<file path="config.mk">
export PLATFORM = sky130hd
export DESIGN_NAME = uart_monitor
export DESIGN_NICKNAME = d
export VERILOG_FILES = /design/src/rtl/mon_pkg.sv /design/src/rtl/mon_tx.sv /design/src/rtl/uart_monitor.sv
export SDC_FILE = /design/constraint.sdc
export NUM_CORES = 1
export LEC_CHECK = 0
export ABC_CLOCK_PERIOD_IN_PS = 3300
export CORE_MARGIN = 5
export CORE_UTILIZATION = 35
export CTS_CLUSTER_DIAMETER = 40
export DETAILED_ROUTE_END_ITERATION = 10
export DONT_BUFFER_PORTS = 1
export PLACE_DENSITY = 0.51
export SLEW_MARGIN = 20
export SYNTH_ARGS = -nofsm -noshare
export SYNTH_HDL_FRONTEND = slang
export SYNTH_HIERARCHICAL = 1
export SYNTH_SLANG_ARGS = --single-unit
</file>
<file path="constraint.sdc">
create_clock -name clk -period 3.3 [get_ports clk]
set_clock_uncertainty 0.15 [all_clocks]
set_input_delay 0.495 -clock clk [delete_from_list [all_inputs] [get_ports clk]]
set_output_delay 0.495 -clock clk [all_outputs]
set_load 0.005 [all_outputs]
</file>
<file path="src/rtl/mon_pkg.sv">
// Shared definitions for the UART boot monitor and its transmit helper.
package mon_pkg;

  localparam int AW     = 9;  // RAM address width (512 bytes)
  localparam int RD_LAT = 2;  // RAM read latency in cycles, also assumed by the CPU

  localparam logic [7:0] CMD_LOAD = 8'h4C;  // 'L'
  localparam logic [7:0] CMD_DUMP = 8'h44;  // 'D'
  localparam logic [7:0] CMD_GO   = 8'h47;  // 'G'

  typedef enum logic [3:0] {
    IDLE, CMD_HI, CMD_LO, CMD_LEN, LDATA, DREAD, DWAIT1, DWAIT2,
    TXREQ, TXGUARD, GSTART, RUN, RESP
  } state_e;

  typedef enum logic [1:0] {OP_LOAD, OP_DUMP, OP_GO} op_e;

  typedef enum logic [1:0] {TX_IDLE, TX_WAIT, TX_SEND, TX_GUARD} tx_state_e;

endpackage

</file>
<file path="src/rtl/mon_tx.sv">
// One-byte transmit handshake: waits for the UART to go idle, strobes the
// byte for one cycle, then spends one guard cycle ignoring is_transmitting
// because the UART busy flag only rises a cycle after the strobe.
//
// state    | meaning
// TX_IDLE  | ready; a request latches the byte
// TX_WAIT  | waiting for is_transmitting = 0
// TX_SEND  | transmit strobe cycle
// TX_GUARD | busy flag not trusted yet; done pulses here
module mon_tx
  import mon_pkg::*;
(
  input  logic       clk,
  input  logic       rst,
  input  logic       req_i,
  input  logic [7:0] byte_i,
  input  logic       is_transmitting_i,
  output logic [7:0] tx_byte_o,
  output logic       transmit_o,
  output logic       done_o
);

  tx_state_e  state_q, state_d;
  logic [7:0] byte_q, byte_d;

  // state and held byte
  always_ff @(posedge clk) begin
    if (rst) begin
      state_q <= TX_IDLE;
      byte_q  <= '0;
    end else begin
      state_q <= state_d;
      byte_q  <= byte_d;
    end
  end

  // accept -> wait for idle UART -> strobe -> guard
  always_comb begin
    state_d = state_q;
    byte_d  = byte_q;
    case (state_q)
      TX_IDLE: begin
        if (req_i) begin
          byte_d  = byte_i;
          state_d = TX_WAIT;
        end
      end
      TX_WAIT:  if (!is_transmitting_i) state_d = TX_SEND;
      TX_SEND:  state_d = TX_GUARD;
      TX_GUARD: state_d = TX_IDLE;
      default:  state_d = TX_IDLE;
    endcase
  end

  // outputs decoded from state
  always_comb begin
    tx_byte_o  = byte_q;
    transmit_o = (state_q == TX_SEND);
    done_o     = (state_q == TX_GUARD);
  end

endmodule

</file>
<file path="src/rtl/uart_monitor.sv">
// Serial boot monitor in front of the 8-bit CPU: load RAM, dump RAM and
// start the CPU from byte commands, then hand the bus over until it halts.
//
// state   | meaning
// IDLE    | waiting for an opcode
// CMD_HI  | waiting for addr_hi (only bit 0 kept)
// CMD_LO  | waiting for addr_lo
// CMD_LEN | waiting for length (0 = 256)
// LDATA   | receiving load data, one RAM write per byte
// DREAD   | dump: read address presented
// DWAIT1  | dump: first read latency cycle
// DWAIT2  | dump: read data valid, latched
// TXREQ   | dump: byte handed to the transmitter
// TXGUARD | dump: byte sent, advance address / count
// GSTART  | CPU owns bus, start strobe follows
// RUN     | CPU running, monitor ignores rx
// RESP    | sending ACK or ERR byte
module uart_monitor
  import mon_pkg::*;
#(
  parameter logic [23:0] TIMEOUT  = 24'd12_000_000,
  parameter logic [7:0]  ACK_BYTE = 8'h2E,
  parameter logic [7:0]  ERR_BYTE = 8'h3F
) (
  input  logic          clk,
  input  logic          rst,
  input  logic          received,
  input  logic [7:0]    rx_byte,
  input  logic          is_transmitting,
  output logic [7:0]    mon_tx_byte,
  output logic          mon_transmit,
  output logic [AW-1:0] ram_raddr,
  input  logic [7:0]    ram_rdata,
  output logic [AW-1:0] ram_waddr,
  output logic [7:0]    ram_wdata,
  output logic          ram_we,
  output logic          cpu_start,
  output logic [AW-1:0] cpu_startaddr,
  input  logic          cpu_halted,
  output logic          cpu_owns,
  output logic          busy
);

  localparam logic [23:0]   TMO_RELOAD = TIMEOUT - 24'd1;
  localparam logic [AW-1:0] ADDR_ONE   = {{(AW-1){1'b0}}, 1'b1};

  state_e        state_q, state_d;
  op_e           op_q, op_d;
  logic [AW-1:0] addr_q, addr_d;
  logic [AW-1:0] waddr_q, waddr_d;
  logic [AW-1:0] start_addr_q, start_addr_d;
  logic [8:0]    len_q, len_d;  // bytes still to go, 1..256
  logic [7:0]    wdata_q, wdata_d;
  logic [7:0]    txb_q, txb_d;
  logic          we_q, we_d;
  logic          start_q, start_d;
  logic [23:0]   timer_q, timer_d;
  logic          tx_req, tx_done;

  mon_tx u_tx (
    .clk               (clk),
    .rst               (rst),
    .req_i             (tx_req),
    .byte_i            (txb_q),
    .is_transmitting_i (is_transmitting),
    .tx_byte_o         (mon_tx_byte),
    .transmit_o        (mon_transmit),
    .done_o            (tx_done)
  );

  // state and datapath registers
  always_ff @(posedge clk) begin
    if (rst) begin
      state_q      <= IDLE;
      op_q         <= OP_LOAD;
      addr_q       <= '0;
      waddr_q      <= '0;
      start_addr_q <= '0;
      len_q        <= '0;
      wdata_q      <= '0;
      txb_q        <= '0;
      we_q         <= 1'b0;
      start_q      <= 1'b0;
      timer_q      <= '0;
    end else begin
      state_q      <= state_d;
      op_q         <= op_d;
      addr_q       <= addr_d;
      waddr_q      <= waddr_d;
      start_addr_q <= start_addr_d;
      len_q        <= len_d;
      wdata_q      <= wdata_d;
      txb_q        <= txb_d;
      we_q         <= we_d;
      start_q      <= start_d;
      timer_q      <= timer_d;
    end
  end

  // command decode, inter-byte timeout, dump sequencing and CPU hand-over
  always_comb begin
    state_d      = state_q;
    op_d         = op_q;
    addr_d       = addr_q;
    waddr_d      = waddr_q;
    start_addr_d = start_addr_q;
    len_d        = len_q;
    wdata_d      = wdata_q;
    txb_d        = txb_q;
    timer_d      = timer_q;
    we_d         = 1'b0;
    start_d      = 1'b0;

    // a byte arriving in the expiry cycle wins: only idle cycles count down
    if ((state_q inside {CMD_HI, CMD_LO, CMD_LEN, LDATA}) && !received) begin
      if (timer_q == '0) begin
        txb_d   = ERR_BYTE;
        state_d = RESP;
      end else begin
        timer_d = timer_q - 24'd1;
      end
    end

    case (state_q)
      IDLE: begin
        if (received) begin
          timer_d = TMO_RELOAD;
          state_d = CMD_HI;
          case (rx_byte)
            CMD_LOAD: op_d = OP_LOAD;
            CMD_DUMP: op_d = OP_DUMP;
            CMD_GO:   op_d = OP_GO;
            default: begin
              txb_d   = ERR_BYTE;
              state_d = RESP;
            end
          endcase
        end
      end
      CMD_HI: begin
        if (received) begin
          addr_d  = {rx_byte[0], addr_q[AW-2:0]};
          timer_d = TMO_RELOAD;
          state_d = CMD_LO;
        end
      end
      CMD_LO: begin
        if (received) begin
          addr_d  = {addr_q[AW-1], rx_byte};
          timer_d = TMO_RELOAD;
          if (op_q == OP_GO) begin
            start_addr_d = {addr_q[AW-1], rx_byte};
            state_d      = GSTART;
          end else begin
            state_d = CMD_LEN;
          end
        end
      end
      CMD_LEN: begin
        if (received) begin
          len_d   = {rx_byte == 8'd0, rx_byte};
          timer_d = TMO_RELOAD;
          state_d = (op_q == OP_LOAD) ? LDATA : DREAD;
        end
      end
      LDATA: begin
        if (received) begin
          we_d    = 1'b1;
          waddr_d = addr_q;
          wdata_d = rx_byte;
          addr_d  = addr_q + ADDR_ONE;
          len_d   = len_q - 9'd1;
          timer_d = TMO_RELOAD;
          if (len_q == 9'd1) begin
            txb_d   = ACK_BYTE;
            state_d = RESP;
          end
        end
      end
      DREAD:  state_d = DWAIT1;
      DWAIT1: state_d = DWAIT2;
      DWAIT2: begin
        txb_d   = ram_rdata;
        state_d = TXREQ;
      end
      TXREQ: if (tx_done) state_d = TXGUARD;
      TXGUARD: begin
        addr_d  = addr_q + ADDR_ONE;
        len_d   = len_q - 9'd1;
        state_d = (len_q == 9'd1) ? IDLE : DREAD;
      end
      GSTART: begin
        start_d = 1'b1;
        state_d = RUN;
      end
      RUN: begin
        if (cpu_halted) begin
          txb_d   = ACK_BYTE;
          state_d = RESP;
        end
      end
      RESP:    if (tx_done) state_d = IDLE;
      default: state_d = IDLE;
    endcase
  end

  // outputs decoded from state and registers
  always_comb begin
    busy          = (state_q != IDLE);
    cpu_owns      = (state_q == GSTART) || (state_q == RUN);
    cpu_start     = start_q;
    cpu_startaddr = start_addr_q;
    ram_raddr     = addr_q;
    ram_waddr     = waddr_q;
    ram_wdata     = wdata_q;
    ram_we        = we_q;
    tx_req        = (state_q == TXREQ) || (state_q == RESP);
  end

endmodule

</file>
==> results of run 1 <==
[power breakdown]
part | leakage (nW) | internal, mW | switching (mW)
clock | 0.143 | 0.591 | 0.471
combinational | 0.858 | 0.301 | 0.461
sequential | 0.765 | 1.24 | 0.126
total | 1.77 | 2.13 | 1.06
[flip-flops by register name, indices dropped and copies added, names as in the netlist]
register,count
op_q,2
len_q,9
ram_wdata,8
state_q,4
timer_q,24
txb_q,8
ram_raddr,9
cpu_startaddr,9
ram_we,1
ram_waddr,9
u_tx/state_q,2
cpu_start,1
u_tx/tx_byte_o,8
[layout make-up]
cell class	instances	area [um2]
Fill cell	1400	8486
Multi-Input combinational cell	467	2794
Sequential cell	94	1882
Clock buffer	9	225.2
Tap cell	180	225.2
Timing Repair Buffer	10	75.07
Inverter	19	71.32
Clock inverter	6	68.82
[synth_stat cells, drive strengths merged (12+ instances only)]
master / number
dfxtp: 94
o21ai: 43
clkbuf: 29
nand2: 73
nor2: 47
or3: 24
a31oi: 14
nand2b: 12
a21oi: 64
mux2i: 13
nor3: 16
a211oi: 12
nand3: 18
inv: 19
[cells by family after synthesis]
group                    count (synthesis)  share of synthesized area (%)
AO/OA/AOI/OAI                          189                          24.09
adder cells (fa/ha/maj)                  9                          2.299
AND/OR/NAND/NOR                        251                          27.11
buffers and inverters                   54                          4.522
XOR/XNOR                                 5                         0.8944
flip-flops                              94                          38.43
multiplexers                            13                          2.657
[worst paths after layout]
path | start | end | cells past startpoint
setup / recovery | timer_q[0] | timer_q[18] | 7
hold / removal | rst | timer_q[21] | 1
setup reg to reg | timer_q[0] | timer_q[18] | 7
hold reg to reg | txb_q[3] | txb_q[3] | 2
[routing by layer]
layer | global-route usage [%] | vias up | part of all wire [%]
li1 | - | 2233 | -
met4 | 7.179 | 0 | 2.4
met3 | 3.333 | 25 | 5.0
met1 | 22.30 | 2175 | 47
met2 | 25.77 | 126 | 45
met5 | 0 | - | 0
[per-stage QoR]
step	util (%)	hold WS [ns]	setup slack [ns]	power, mW	cell area (um2)
after detailed placement	36.50	0.2947	0.6659	2.149	5047
after global placement	36.50	0.2923	0.7504	2.127	5047
after floorplan	-	0.2807	0.8946	1.990	4897
after global routing	38.63	0.05358	0.4234	3.379	5341
final	38.63	0.1031	0.6385	3.187	5341
after CTS	38.63	0.05155	0.6313	3.226	5341
[layout by cell type, fill, tap and decap left out, drive strengths merged, types with 3 or more instances in the layout]
master / instances
a211oi: 12
a21o: 4
a21oi: 64
a22oi: 6
a31oi: 14
a32o: 3
and2: 6
and3: 5
buf: 10
clkbuf: 9
dfxtp: 94
ha: 9
inv: 22
mux2i: 13
nand2: 73
nand2b: 12
nand3: 18
nand3b: 4
nand4: 5
nor2: 47
nor2b: 7
nor3: 16
nor4: 10
o211ai: 6
o21a: 3
o21ai: 43
o31ai: 11
o41ai: 4
or2: 4
or3: 24
or4: 10
xor2: 3
==> summary.md, run 1 <==
| Metric | Value |
|---|---|
| Status | `completed` |
| Starting Density | `35.42%` |
| Worst Path Required | `about 3.4 ns` |
| GP Congestion | `0.8050` |
| CTS tree | `built` |
| Reg clk slew, reported paths | `about 0.070 ns` |
| HP Class | `input port to flop` |
| CP peak stage delay | `about 0.66 ns` |
| Buf/Inv on CP | `1` |
| Iter 0 DRT Violations | `between 300 and 400` |
| Avg Cell Area, Syn | `approximately 8.0 um2` |
| Die ar. | `approximately 16000 um2` |
| CP Class | `flop to flop` |
| Nets | `631` |
| I/O Pins | `69` |
| Pins Over Slew Limit | `0` |
| Worst-skew pair later-pin latency | `0.35 ns` |
| Cells after synthesis | `between 600 and 700` |
| Sequential fraction of the synthesis area | `38.43%` |
| Max-cap viol count | `0` |
| Vias per cell | `between 5 and 6` |
| Total core area | `approximately 14000 um2` |
| PostCTS Resize Cnt | `0` |
| Largest net degree at the start of global routing | `89` |
| Final Setup Violations | `0` |
| Vias in the first global route | `approximately 4.3k` |
| First-pass DRT Iterations | `5` |
| Pleak | `approximately 1.8 nW` |
| Worst setup SP type | `flop` |
| CP Cell Sequence | `inv_1 -> ha_1 -> nor3b_1 -> nand4b_2 -> or4_1 -> or3_1 -> a31oi_1` |
| Final hold vios | `0` |
| Max clock buf depth | `2` |
| Pwr/cell area | `~600 nW/um2` |
| Crit path DAT | `2.79 ns` |
| Non-filler instance count after layout | `between 700 and 800` |
| Crit-path max FO | `6` |
| Post-synth EDFFs | `0` |
| Cell family with most CP delay | `simple AND/OR/NAND/NOR gates` |
| WL per Instance | `17.20 um` |
| Worst slew margin | `roughly half` |
| Synth area leader | `dfxtp_1` |
| Slowest CP cell | `or4_1` |
| Htree depth | `3` |
| Initial antenna violation count | `0` |
| Achievable Freq | `~380 MHz` |
| DRC viols | `0` |
| P&R area growth vs syn | `9.070%` |
| Placed Instances | `770` |
| Worst-Margin Slew | `between 0.7 and 0.8 ns` |
| RSZ-0062 raised after global routing | `no` |
| Setup TNS | `0 ns` |
| Top cells by area, synth | `dfxtp_1, a21oi_1, nand2_1, o21ai_0, nor2_1` |
| TritonCTS buffer count | `9` |
| PortBufs | `0` |
| Via count | `~4.6k` |
| CTS root buf | `clkbuf_16` |
| Cell Rows | `43` |
| Post-Route WL | `13500 um` |
| Dominant synthesized flop cell | `dfxtp_1` |
| ANT nets after route | `0` |
| Fin crit share | `a little over 80%` |
| R2r setup slk | `0.64 ns` |
| Cts hold-fix bufs | `0` |
| Post-Syn Nets | `645` |
| FFs w/ async S/R, synth | `0%` |
| Mapped Area | `around 5000 um2` |
| Synth top area share | `between 30% and 40%` |
| VDD IR max | `~230 uV` |
| Die height | `128.3 um` |
| Layout cell share with drive strength beyond 1 | `under 10%` |
| Total GRT Usage | `16.60%` |
| Gr ovfl total | `0` |
| First-pass GRT wire length | `~22000 um` |
| Worst setup EP type | `flop` |
| Ys Warns | `6` |
| Hpwl dp | `~9400 um` |
| Die width | `128.3 um` |
| Minimum clock period | `2.662 ns` |
| CTS Sinks | `94` |
| Flops & latches, synth | `94` |
| Diodes inserted | `0` |
| Post-CTS setup buffers | `0` |
| Synth unique cells | `69` |
Note: power is estimated with default switching activity, not from simulation.
==> run 2: changes to the inputs <==
- ABC_CLOCK_PERIOD_IN_PS: 3300 -> 2700
- clock period: 3.3 -> 2.7 ns (I/O delays scaled with it)
==> summary.md, run 2 (synthesis gave the netlist of run 1 again) <==
| Metric | Value |
|---|---|
| WL per Instance | `17.48 um` |
| P&R area growth vs syn | `10.99%` |
| HP Class | `input port to flop` |
| VDD IR max | `approximately 330 uV` |
| Fin crit share | `between 90% and 100%` |
| Setup WS pre-CTS | `0.1426 ns` |
| Max clock buf depth | `2` |
| First-pass DRT Iterations | `5` |
| Via count | `4552` |
| Gr ovfl total | `0` |
| RSZ-0062 raised after global routing | `no` |
| Worst Path Required | `between 2 and 3 ns` |
| Cell Rows | `between 40 and 50` |
| Max-cap viol count | `0` |
| First-pass GRT wire length | `around 23000 um` |
| Die width | `about 130 um` |
| Most flops, register | `timer_q` |
| Final hold vios | `0` |
| CTS Sinks | `94` |
| Total GRT Usage | `~17%` |
| Status | `completed` |
| PortBufs | `0` |
| Total core area | `13830 um2` |
| Largest net degree at the start of global routing | `76` |
| Die height | `approximately 130 um` |
| Worst hold slack | `0.01713 ns` |
| Most frequent cells in the layout | `dfxtp_1, nand2_1, a21oi_1` |
| CP Class | `flop to flop` |
| Htree depth | `3` |
| Iter 0 DRT Violations | `approximately 320` |
| Final Setup Violations | `0` |
| Nets | `~640` |
| I/O Pins | `between 60 and 70` |
| Pins Over Slew Limit | `0` |
| Starting Density | `roughly 35%` |
| Footprint of the multi-input gates | `around 2800 um2` |
| Fin util | `between 30% and 40%` |
| Reg clk slew, reported paths | `roughly 0.070 ns` |
| Worst setup SP type | `flop` |
| GP Congestion | `0.8631` |
| Crit path DAT | `between 2 and 3 ns` |
| FF+latch area | `between 1500 and 2000 um2` |
| Vias per cell | `5.719` |
| Placed Area | `5120 um2` |
| ANT nets after route | `0` |
| TritonCTS buffer count | `9` |
| Hpwl dp | `9642 um` |
| Post-CTS setup buffers | `0` |
| Critical Path Start | `timer_q[0]` |
| Pwr/cell area | `about 720 nW/um2` |
| Initial antenna violation count | `0` |
| Diodes inserted | `0` |
| Setup TNS | `0 ns` |
| Worst-Margin Slew | `roughly 0.72 ns` |
| Minimum clock period | `around 2.4 ns` |
| CTS tree | `built` |
| Crit-path max FO | `11` |
| Max FFs per register | `24` |
| Vias in the first global route | `approximately 4.4k` |
| DRC viols | `0` |
| Post-Route WL | `13920 um` |
| Setup ws final | `0.2572 ns` |
| Die ar. | `between 15000 and 20000 um2` |
| Commonest non-fill, non-tap cell in the layout | `dfxtp_1` |
| CTS root buf | `clkbuf_16` |
| PostCTS Resize Cnt | `0` |
| Fin area | `5435 um2` |
| Placed Instances | `roughly 780` |
| Pleak | `around 1.8 nW` |
| Hold path start | `rst` |
| Worst setup EP type | `flop` |
| Worst r2r src | `timer_q[0]` |
| Fill count | `approximately 1.4k` |
| Layout cell share with drive strength beyond 1 | `between 8 and 9%` |
| Achievable Freq | `approximately 410 MHz` |
| Worst slew margin | `51.53%` |
| Non-filler instance count after layout | `796` |
| Worst-skew pair later-pin latency | `between 0.3 and 0.4 ns` |
| Overall power | `a little under 4 mW` |
-- run 2: power by group --
group          total, mW  internal (mW)  switching, mW
clock               1.22          0.654          0.565
combinational       1.01          0.408          0.599
sequential          1.66           1.51          0.152
-- run 2: what timing repair did --
| action | CTS | global route |
|---|---|---|
| endpoints found under the setup margin | 0 | 2 |
| hold buffers | 2 | 0 |
| endpoints found under the hold margin | 75 | 0 |
-- run 2: worst paths after layout --
check                    endpoint  slack [ns]  cells after the start
setup / recovery      timer_q[11]        0.26                      8
hold / removal    u_tx/state_q[0]        0.02                      1
setup reg to reg      timer_q[11]        0.26                      8
hold reg to reg          txb_q[2]        0.31                      2
-- run 2: layout make-up --
class                   instances  area share (%)
inverters                      19           1.312
repair buffers                 20           3.407
clock inverters                 4          0.5755
multi-input cells             467           51.40
clock buffers                  12           4.535
flip-flops and latches         94           34.62
well taps                     180           4.144
-- run 2: worst max-delay path: stages, from the launching register on --
cell,delay (ns)
dfxtp_1,0.35
inv_1,0.07
ha_1,0.17
nor3b_1,0.32
nand4b_2,0.16
buf_4,0.18
o211ai_1,0.59
o21ai_0,0.20
a31oi_1,0.18
-- run 2: per-layer routing --
metal | global-route usage [%] | share of wire [%] | vias up
met4 | 5.805 | 1.8 | 0
li1 | - | - | 2245
met1 | 23.14 | 47 | 2175
met2 | 27.52 | 46 | 113
met5 | 0 | 0 | -
met3 | 3.625 | 5.1 | 19
==> run 3: changes to the inputs <==
- GPL_TIMING_DRIVEN: unset -> 0
==> summary.md, run 3 (synthesis gave the netlist of run 1 again) <==
| Metric | Value |
|---|---|
| Status | `completed` |
| Commonest non-fill, non-tap cell in the layout | `dfxtp_1` |
| Final Setup Violations | `0` |
| Crit path DAT | `around 2.6 ns` |
| Iter 0 DRT Violations | `~380` |
| Critical Path Start | `state_q[3]` |
| Overall power | `3.959 mW` |
| Final hold vios | `0` |
| Cell family with most CP delay | `simple AND/OR/NAND/NOR gates` |
| Footprint of the multi-input gates | `around 2900 um2` |
| Hpwl dp | `10600 um` |
| Placed Instances | `slightly below 800` |
| CP peak stage delay | `a little over 0.9 ns` |
| FF+latch area | `1882 um2` |
| Non-filler instance count after layout | `~810` |
| DRC viols | `0` |
| P&R area growth vs syn | `12.31%` |
| CP Cell Sequence | `buf_2 -> nor4b_2 -> and3_1 -> buf_2 -> mux2i_1 -> nor2_1` |
| Starting Density | `between 30% and 40%` |
| Fill count | `between 1k and 1.5k` |
| Buf/Inv on CP | `2` |
| Htree depth | `3` |
| Via count | `4644` |
| Max clock buf depth | `2` |
| Reg clk slew, reported paths | `roughly 0.070 ns` |
| CTS Sinks | `between 90 and 100` |
| First-pass GRT wire length | `23690 um` |
| Die width | `roughly 130 um` |
| Layout cell share with drive strength beyond 1 | `roughly 8.1%` |
| Max-cap viol count | `0` |
| HP Class | `input port to flop` |
| Worst setup EP type | `flop` |
| Gr ovfl total | `0` |
| TritonCTS buffer count | `9` |
| CTS tree | `built` |
| Pins Over Slew Limit | `0` |
| First-pass DRT Iterations | `4` |
| Slowest CP cell | `nor4b_2` |
| GP Congestion | `slightly below 0.9` |
| Vias per cell | `5.719` |
| RSZ-0062 raised after global routing | `no` |
| Largest net degree at the start of global routing | `17` |
| CTS root buf | `clkbuf_16` |
| Nets | `about 660` |
| Die ar. | `16460 um2` |
| VDD IR max | `approximately 270 uV` |
| WL per Instance | `between 15 and 20 um` |
| Worst Path Required | `roughly 2.8 ns` |
| Pwr/cell area | `about 720 nW/um2` |
| Diodes inserted | `0` |
| Worst r2r src | `state_q[3]` |
| Total GRT Usage | `between 15 and 20%` |
| Die height | `between 100 and 150 um` |
| Cell Rows | `43` |
| Most flops, register | `timer_q` |
| Worst slew margin | `roughly 29%` |
| Post-Route WL | `14650 um` |
| CP Class | `flop to flop` |
| CP most frequent cell | `buf_2` |
| Crit-path max FO | `10` |
| Worst-skew pair later-pin latency | `between 0.3 and 0.4 ns` |
| Most frequent cells in the layout | `dfxtp_1, nand2_1, a21oi_1` |
| Minimum clock period | `between 2 and 3 ns` |
| Worst setup SP type | `flop` |
| I/O Pins | `69` |
| Setup TNS | `0 ns` |
| PortBufs | `0` |
| Max FFs per register | `24` |
| Worst-Margin Slew | `about 1.1 ns` |
| Achievable Freq | `389.5 MHz` |
| Vias in the first global route | `around 4.4k` |
| ANT nets after route | `0` |
| Pleak | `between 1.5 and 2 nW` |
| Total core area | `approximately 14000 um2` |
| Fin crit share | `between 90% and 100%` |
| Initial antenna violation count | `0` |
| Hold path start | `rx_byte[4]` |
| Fin util | `between 30% and 40%` |
==> run 3: cell types whose count changed in the layout (fill, tap and decap cells not counted), sizes merged <==
| cell | previous run | this run |
|---|---|---|
| buf | 19 | 6 |
| clkinv | 0 | 5 |
| clkinvlp | 3 | 0 |
| clkbuf | 12 | 38 |
| dlygate4sd3 | 1 | 2 |
==> run 3: through the flow <==
stage | instance area, um2 | setup WS (ns) | hold WS, ns
4_1_cts | 5444 | 0.009018 | 0.02013
2_1_floorplan | 4897 | 0.2946 | 0.2807
3_3_place_gp | 5122 | -0.03249 | 0.2983
5_1_grt | 5500 | 0.01464 | 0.02937
3_5_place_dp | 5122 | -0.09295 | 0.2990
6_report | 5500 | 0.1326 | 0.03249
==> run 3: timing repair <==
item	in CTS	in global routing
endpoints found under the hold margin	2	0
setup buffers	0	0
pin swaps	0	0
setup endpoints to repair	18	43
gates resized for setup	6	12
gates cloned	0	0
hold buffers	2	0
==> run 3: path summary, 6_finish.rpt <==
kind | endpoint | slack [ns] | cells past startpoint
setup / recovery | cpu_startaddr[8] | 0.13 | 6
hold / removal | ram_wdata[4] | 0.03 | 2
setup reg to reg | cpu_startaddr[8] | 0.13 | 6
hold reg to reg | txb_q[3] | 0.31 | 2
==> run 3: routing by layer <==
metal | GRT usage, % | part of all wire (%) | vias to the layer above
li1 | - | - | 2286
met3 | 3.750 | 6.4 | 24
met5 | 0 | 0 | -
met2 | 27.74 | 46 | 121
met1 | 24.46 | 46 | 2213
met4 | 8.115 | 1.9 | 0
==> run 3: worst register-to-register path, stage by stage (launching register included) <==
cell and delay (ns):
dfxtp_1 0.34, buf_2 0.20, nor4b_2 0.92, and3_1 0.28, buf_2 0.27, mux2i_1 0.22
nor2_1 0.06
==> run 3: final cells by class <==
type,instances,area share [%]
inverters,19,1.297
flip-flops and latches,94,34.21
repair buffers,2,0.3640
clock buffers,10,4.345
well taps,180,4.095
plain buffers,34,2.730
clock inverters,6,0.8189
multi-input cells,467,52.14
==> run 3: power breakdown <==
part	switching (mW)	internal [mW]	leakage [nW]
Clock	0.585	0.655	0.143
Combinational	0.664	0.407	0.917
Sequential	0.136	1.51	0.765
Total	1.38	2.57	1.83
